$ cat src/rtl/fft_frame_ctrl.sv
// Frame sequencer in front of a streaming FFT core: buffers an unthrottled
// sample stream, cuts it into NFFT-sample frames, emits a config word when the
// settings change, and watches the core's output stream for frame completion.
module fft_frame_ctrl #(
  parameter int unsigned NFFT    = 1024,
  parameter int unsigned LOG2N   = 10,
  parameter int unsigned DATA_W  = 32,
  parameter int unsigned SCALE_W = 10,
  parameter int unsigned CFG_W   = 16,
  parameter int unsigned FIFO_AW = 4
) (
  input  logic               clk,
  input  logic               rst,
  input  logic               in_en,
  input  logic [DATA_W-1:0]  in_data,
  input  logic               fwd_inv,
  input  logic [SCALE_W-1:0] scale_sch,
  output logic               cfg_tvalid,
  output logic [CFG_W-1:0]   cfg_tdata,
  input  logic               cfg_tready,
  output logic               fft_tvalid,
  output logic               fft_tlast,
  output logic [DATA_W-1:0]  fft_tdata,
  input  logic               fft_tready,
  input  logic               m_tvalid,
  input  logic               m_tlast,
  output logic               frame_done,
  output logic [15:0]        frame_cnt,
  output logic               err_last,
  output logic               ovf,
  output logic               busy
);

  localparam int unsigned DEPTH = 1 << FIFO_AW;
  localparam int unsigned CNT_W = FIFO_AW + 1;
  localparam int unsigned CUR_W = SCALE_W + 1;

  localparam logic [LOG2N-1:0] LAST_IDX = LOG2N'(NFFT - 1);
  localparam logic [CNT_W-1:0] FULL_CNT = CNT_W'(DEPTH);

  localparam logic [1:0] ST_IDLE   = 2'd0;
  localparam logic [1:0] ST_CFG    = 2'd1;
  localparam logic [1:0] ST_STREAM = 2'd2;

  logic [DATA_W-1:0]  mem [DEPTH];
  logic [FIFO_AW-1:0] wr_ptr;
  logic [FIFO_AW-1:0] rd_ptr;
  logic [CNT_W-1:0]   count;

  logic [1:0]       state;
  logic [1:0]       state_nxt;
  logic [CUR_W-1:0] cur_cfg;
  logic [CUR_W-1:0] last_cfg;
  logic             cfg_sent;
  logic [LOG2N-1:0] in_cnt;
  logic [LOG2N-1:0] out_cnt;

  logic             fifo_empty;
  logic             fifo_full;
  logic             in_stream;
  logic             pop;
  logic             push;
  logic             beat_last;
  logic             out_last;
  logic [CUR_W-1:0] new_cfg;

  assign fifo_empty = (count == '0);
  assign fifo_full  = (count == FULL_CNT);
  assign in_stream  = (state == ST_STREAM);
  assign pop        = in_stream && !fifo_empty && fft_tready;
  // A full FIFO still accepts a write when the head leaves in the same cycle.
  assign push       = in_en && (!fifo_full || pop);
  assign beat_last  = pop && (in_cnt == LAST_IDX);
  assign out_last   = (out_cnt == LAST_IDX);
  assign new_cfg    = {scale_sch, fwd_inv};

  // Core-facing outputs are decoded from registered state only.
  assign cfg_tvalid = (state == ST_CFG);
  assign cfg_tdata  = CFG_W'(cur_cfg);
  assign fft_tvalid = in_stream && !fifo_empty;
  assign fft_tdata  = fft_tvalid ? mem[rd_ptr] : '0;
  assign fft_tlast  = in_stream && (in_cnt == LAST_IDX);
  assign busy       = (state != ST_IDLE) || !fifo_empty;

  // FIFO storage; no reset needed, the head is masked while empty.
  always_ff @(posedge clk) begin
    if (push) begin
      mem[wr_ptr] <= in_data;
    end
  end

  // FIFO pointers, occupancy and sticky overflow flag.
  always_ff @(posedge clk or posedge rst) begin
    if (rst) begin
      wr_ptr <= '0;
      rd_ptr <= '0;
      count  <= '0;
      ovf    <= 1'b0;
    end else begin
      if (push) begin
        wr_ptr <= wr_ptr + FIFO_AW'(1);
      end
      if (pop) begin
        rd_ptr <= rd_ptr + FIFO_AW'(1);
      end
      case ({push, pop})
        2'b10:   count <= count + CNT_W'(1);
        2'b01:   count <= count - CNT_W'(1);
        default: count <= count;
      endcase
      if (in_en && !push) begin
        ovf <= 1'b1;
      end
    end
  end

  // FSM state register.
  always_ff @(posedge clk or posedge rst) begin
    if (rst) begin
      state <= ST_IDLE;
    end else begin
      state <= state_nxt;
    end
  end

  // FSM next state: one IDLE cycle per frame, CFG only when settings changed.
  always_comb begin
    state_nxt = state;
    case (state)
      ST_IDLE: begin
        if (!fifo_empty) begin
          state_nxt = (!cfg_sent || (new_cfg != last_cfg)) ? ST_CFG : ST_STREAM;
        end
      end
      ST_CFG: begin
        if (cfg_tready) begin
          state_nxt = ST_STREAM;
        end
      end
      ST_STREAM: begin
        if (beat_last) begin
          state_nxt = ST_IDLE;
        end
      end
      default: state_nxt = ST_IDLE;
    endcase
  end

  // Frame settings capture, config bookkeeping and input sample counter.
  always_ff @(posedge clk or posedge rst) begin
    if (rst) begin
      cur_cfg  <= '0;
      last_cfg <= '0;
      cfg_sent <= 1'b0;
      in_cnt   <= '0;
    end else begin
      if ((state == ST_IDLE) && !fifo_empty) begin
        cur_cfg <= new_cfg;
      end
      if ((state == ST_CFG) && cfg_tready) begin
        last_cfg <= cur_cfg;
        cfg_sent <= 1'b1;
      end
      if (pop) begin
        in_cnt <= beat_last ? '0 : in_cnt + LOG2N'(1);
      end
    end
  end

  // Output-stream monitor; out_cnt free-runs and is never resynchronised.
  always_ff @(posedge clk or posedge rst) begin
    if (rst) begin
      out_cnt    <= '0;
      frame_done <= 1'b0;
      frame_cnt  <= '0;
      err_last   <= 1'b0;
    end else begin
      frame_done <= m_tvalid && out_last;
      if (m_tvalid) begin
        out_cnt <= out_cnt + LOG2N'(1);
        if (out_last) begin
          frame_cnt <= frame_cnt + 16'd1;
        end
        if (m_tlast != out_last) begin
          err_last <= 1'b1;
        end
      end
    end
  end

endmodule

$ cat config.mk
export PLATFORM = sky130hd
export DESIGN_NAME = fft_frame_ctrl
export DESIGN_NICKNAME = d
export VERILOG_FILES = /design/src/rtl/fft_frame_ctrl.sv
export SDC_FILE = /design/constraint.sdc
export NUM_CORES = 1
export LEC_CHECK = 0
export BUFFER_PORTS_ARGS = -buffer_cell sky130_fd_sc_hd__buf_2
export CAP_MARGIN = 25
export CORE_MARGIN = 4
export CORE_UTILIZATION = 50
export DETAILED_ROUTE_END_ITERATION = 7
export PLACE_DENSITY = 0.7
export REMOVE_ABC_BUFFERS = 1
export SYNTH_ARGS = -nofsm -noshare
export SYNTH_HDL_FRONTEND = slang
export SYNTH_SLANG_ARGS = --single-unit
$ cat constraint.sdc
create_clock -name clk -period 6.2 [get_ports clk]
set_input_delay 0.31 -clock clk [delete_from_list [all_inputs] [get_ports clk]]
set_output_delay 0.31 -clock clk [all_outputs]
set_load 0.1 [all_outputs]
# Yosys cells after proc, flatten, opt, wreduce, memory -nomap -nowiden
# Memories as Yosys holds them, arrays and structs flattened.
# Cells that the tools add are included.
# totals
ff_bits	77
ramBits	512
out_inout_bits	71
word_cells	66
memories	1
# mem_list
memory	depth	word_bits	rd	rd_ports_with_merged_regs	write_ports	line_no	text
mem	16	32	1	0	1	45	logic [DATA_W-1:0] mem [DEPTH];
# classes
add_sub_neg	7
n_eq_ne	12
n_mux	10
n_reduce_logical	23
# op_table
cell	n
2-to-1 mux 32 bit	1
adder 10 x 1 -> 10 bit, second input constant	2
== test 10 bit, second input constant	2
adder 16 x 1 -> 16 bit, second input constant	1
inequality test 11 bit	1
2-to-1 mux 10 bit	1
one-hot mux 5 bit (2 select lines)	1
logical AND 1 bit	9
adder 4 x 1 -> 4 bit, second input constant	2
2-to-1 mux 2 bit	4
one-hot mux 2 bit (3 select lines)	1
adder 5 x 1 -> 5 bit, second input constant	1
== test 5 bit, second input constant	1
zero test 5 bit	1
subtractor 5 x 1 -> 5 bit, second input constant	1
== test 2 x 1 -> 1 bit, second input constant	2
== test 2 bit, second input constant	2
zero test 1 bit	4
inequality test 2 x 1 -> 1 bit, second input constant	2
AND reduction 2 bit	2
nonzero test 2 bit	2
logical OR 1 bit	3
AND reduction 3 bit	1
zero test 2 bit	1
3 further kinds	4

# Depth between registers and ports, before layout
# logic_depth
ltp_word	8
depth_mapped	10
mapped_depth_nobuf	10

# Least setup slack after synthesis
# No wires, ideal clock.
# synth_path
path_kind	reg2out
start	register rd_ptr[0]
end	output port fft_tdata[10]
arrival_time_ns	4.134
required_ns	5.890
path_slack_ns	1.756
stages_incl_launch_ff	7
path_cell_list	dfrtp_1 -> buf_2 -> buf_4 -> buf_2 -> mux4_2 -> o22ai_1 -> nor4_1
# synth_via
elab_chain_len	2
# synth_rtl
item	line_no	text
start, declared	47	logic [FIFO_AW-1:0] rd_ptr;
start signal, assigned	104	rd_ptr <= rd_ptr + FIFO_AW'(1);
memory read (16 x 32 bit)	--	
2-to-1 mux 32 bit	81	assign fft_tdata = fft_tvalid ? mem[rd_ptr] : '0;
end, declared	23	output logic [DATA_W-1:0] fft_tdata,
# No other way between the ends.

# Worst setup path after layout
# layout_path
start	register rd_ptr[2]
end	output port fft_tdata[5]
# The elaborated chain is that of the path after synthesis.

==> metrics.yaml <==
outcome:
  outcome: "completed"
clocking:
  ctsResizeCount: 0
  cts_tree: "yes"
  clk_latency_ns: 0.63
  clk_pin_slew_ns: 0.06
  cts_max_level: 2
  cts_root_buf: "clkbuf_16"
  clockBufferDepth: 3
  cts.sinks: 589
  cts_inserted_buffers: 58
setup_path:
  cp.required_ns: 5.89
  cp_max_fo: 23
  rrSetupSlack_ns: 3.11
  r2r_start: "state[0]"
  arrival_ns: 3.51
  crit_path_end_kind: "primary output"
  path_class: "reg -> out"
  timing.rr.end: "mem[2][25]"
  worstRegToRegCells: 5
  setup.worst_path.start_class: "flip-flop"
drt:
  drt-initial-drc-count: 1089
  ant_nets: 0
  drc: 0
  wl_per_cell_um: 25.3
  firstDrtPassIters: 5
  routed_wl_mm: 49.2
  vias: 11600
  viasPerCell: 5.97
global_route:
  grt_max_degree: 69
  grt_pass1_wl_mm: 75.1
  track_usage: 0.201
  grt_overflow: 0
  first_global_vias: 12000
  antenna_found_initial: 3
cells_and_area:
  drive_gt1_frac: 0.310
  area_delta_synth_final_pct: 15.3
  multi_input_area_um2: 5360
  layout_common_cells: "edfxtp_1 (512), mux4_2 (128), buf_2 (115), dfrtp_1 (74), o22ai_1 (65)"
  seqCellArea_um2: 17300
  nets: 1352
  layout_commonest_cell: "edfxtp_1"
  final.fill_count: 3298
  fin_cells: 1940
synthesis:
  synth_seq_cells: 589
  yosysTopAreaCell: "edfxtp_1"
  synth-edff-count: 512
  synth_top_area_share: 0.672
  yosysWarnings: 0
  seq_area_frac_synth: 0.757
  synth_top_cells_by_area: "edfxtp_1 (67%), mux4_2 (13%), dfrtp_1 (8.4%)"
  async_flop_share: 0.131
  synth_cells: 1129
  syn_area_um2: 22900
  synthFlopType: "edfxtp_1"
  synth.distinct_cells: 46
  syn_avg_cell_area_um2: 20.3
timing:
  clock-skew-final_ns: 0.0323
  setup_viol: 0
  hold_slack_ns: 0.0549
  fin_crit_sh: 0.616
  worst_pin_slew_ns: 1.03
  tns_ns: 0
  hold_violations: 0
  fmax_mhz: 262
  rsz0062_at_grt: "false"
  period_needed_ns: 3.82
  slew_violations: 0
  layout_setup_ws_ns: 2.38
  relSlewSlack: 0.314
placement:
  dp_cells: 1814
  gp_congestion: 0.763
  pre_cts_slack_ns: 2.68
  portBuffers: 115
  hpwl_mm: 27.8
die:
  die_x_um: 222
  pin_count: 121
  row_count: 78
  die_area_um2: 49200
  start_util: 0.505
  die_y_um: 222
  core-area_um2: 45300
power:
  leakagePower_uw: 0.00889
  power.total_uw: 12400
  peakVddDrop_mv: 0.348
  power_density_nw_per_um2: 470
hold_path:
  holdPathEnd: "mem[9][24]"
  whs_path_depth: 1
  min_from: "in_data[24]"
  hp-class: "in -> reg"
flow_run:
  drv_cap: 0
-- flip-flops by register name (all words and copies together) (netlist names) --
| name | cells |
|---|---|
| mem | 512 |
| frame_cnt | 16 |
| cur_cfg | 11 |
| last_cfg | 11 |
| in_cnt | 10 |
| out_cnt | 10 |
| count | 5 |
| rd_ptr | 4 |
| wr_ptr | 4 |
| state | 2 |
| cfg_sent | 1 |
| err_last | 1 |
| frame_done | 1 |
| ovf | 1 |
-- critical path: stages (launching register included) --
cell and delay, ns:
dfrtp_4 0.63, nand2_2 0.54, buf_4 0.38, o22ai_1 0.14, nor4_1 0.63, buf_2 0.55
-- cell families after synthesis --
logic type / after synthesis / share of synthesized area
AO/OA/AOI/OAI: 83 / 0.0236
XOR/XNOR: 51 / 0.0195
adder cells (fa/ha/maj): 12 / 0.00689
buffers and inverters: 73 / 0.0148
flip-flops: 589 / 0.757
multiplexers: 155 / 0.139
other: 1 / 0.000164
AND/OR/NAND/NOR: 165 / 0.0390
-- routing by layer --
metal,global-route usage,part of all wire,up-vias,wire (um)
met3,0.0373,0.074,68,3650
met1,0.285,0.41,6094,20100
met5,0,0.00024,-,12
li1,-,-,4948,-
met2,0.326,0.50,476,24400
met4,0.0550,0.020,2,998
-- metrics by stage --
stage	area [um^2]	util
after detailed placement	24300	0.536
after CTS	26300	0.581
final	26400	0.582
after global routing	26400	0.582
after global placement	24300	0.536
after floorplan	22600	-
-- timing repair --
action | in CTS | in global routing
hold endpoints to repair | 43 | 0
hold buffers | 14 | 0
buffers inserted | 0 | 0
-- where the power goes --
group | switching (uW) | total [uW] | internal (uW)
clock | 1450 | 3430 | 1980
sequential | 312 | 5140 | 4830
combinational | 2480 | 3830 | 1340
-- final cells by class --
| class | instances | share of cell area |
|---|---|---|
| timing repair buffer | 160 | 0.0387 |
| clock inverter | 28 | 0.0118 |
| antenna | 2 | 0.000190 |
| inverter | 10 | 0.00147 |
| tap | 600 | 0.0285 |
| multi-input combinational | 471 | 0.203 |
| clock buffer | 80 | 0.0594 |
| sequential | 589 | 0.657 |
-- synthesized netlist by cell type, types with 2 or more instances --
| master | count |
|---|---|
| a21o_1 | 2 |
| a21oi_1 | 2 |
| and2_1 | 2 |
| and3_1 | 5 |
| and4_1 | 3 |
| buf_1 | 3 |
| buf_2 | 15 |
| buf_4 | 12 |
| clkbuf_1 | 33 |
| dfrtp_1 | 77 |
| edfxtp_1 | 512 |
| ha_1 | 11 |
| inv_1 | 9 |
| mux2_2 | 25 |
| mux2i_1 | 2 |
| mux4_2 | 128 |
| nand2_1 | 34 |
| nand2b_1 | 8 |
| nand3_1 | 18 |
| nand3b_1 | 5 |
| nand4_1 | 10 |
| nor2_1 | 26 |
| nor2_2 | 2 |
| nor2b_1 | 3 |
| nor3_1 | 7 |
| nor4_1 | 35 |
| o21ai_0 | 6 |
| o21ai_2 | 2 |
| o21bai_1 | 2 |
| o22ai_1 | 65 |
| xnor2_1 | 40 |
| xor2_1 | 11 |
-- worst max-delay path by stage --
stage	start	end	slack, ns
floorplan	rd_ptr[0]	fft_tdata[30]	-2.70
global placement	rd_ptr[2]	fft_tdata[21]	2.71
detailed placement	rd_ptr[2]	fft_tdata[23]	2.68
CTS	rd_ptr[2]	fft_tdata[23]	2.01
global route	rd_ptr[0]	fft_tdata[11]	2.21
finish	rd_ptr[2]	fft_tdata[5]	2.38
No activity file was read; power rests on OpenSTA's default activity.
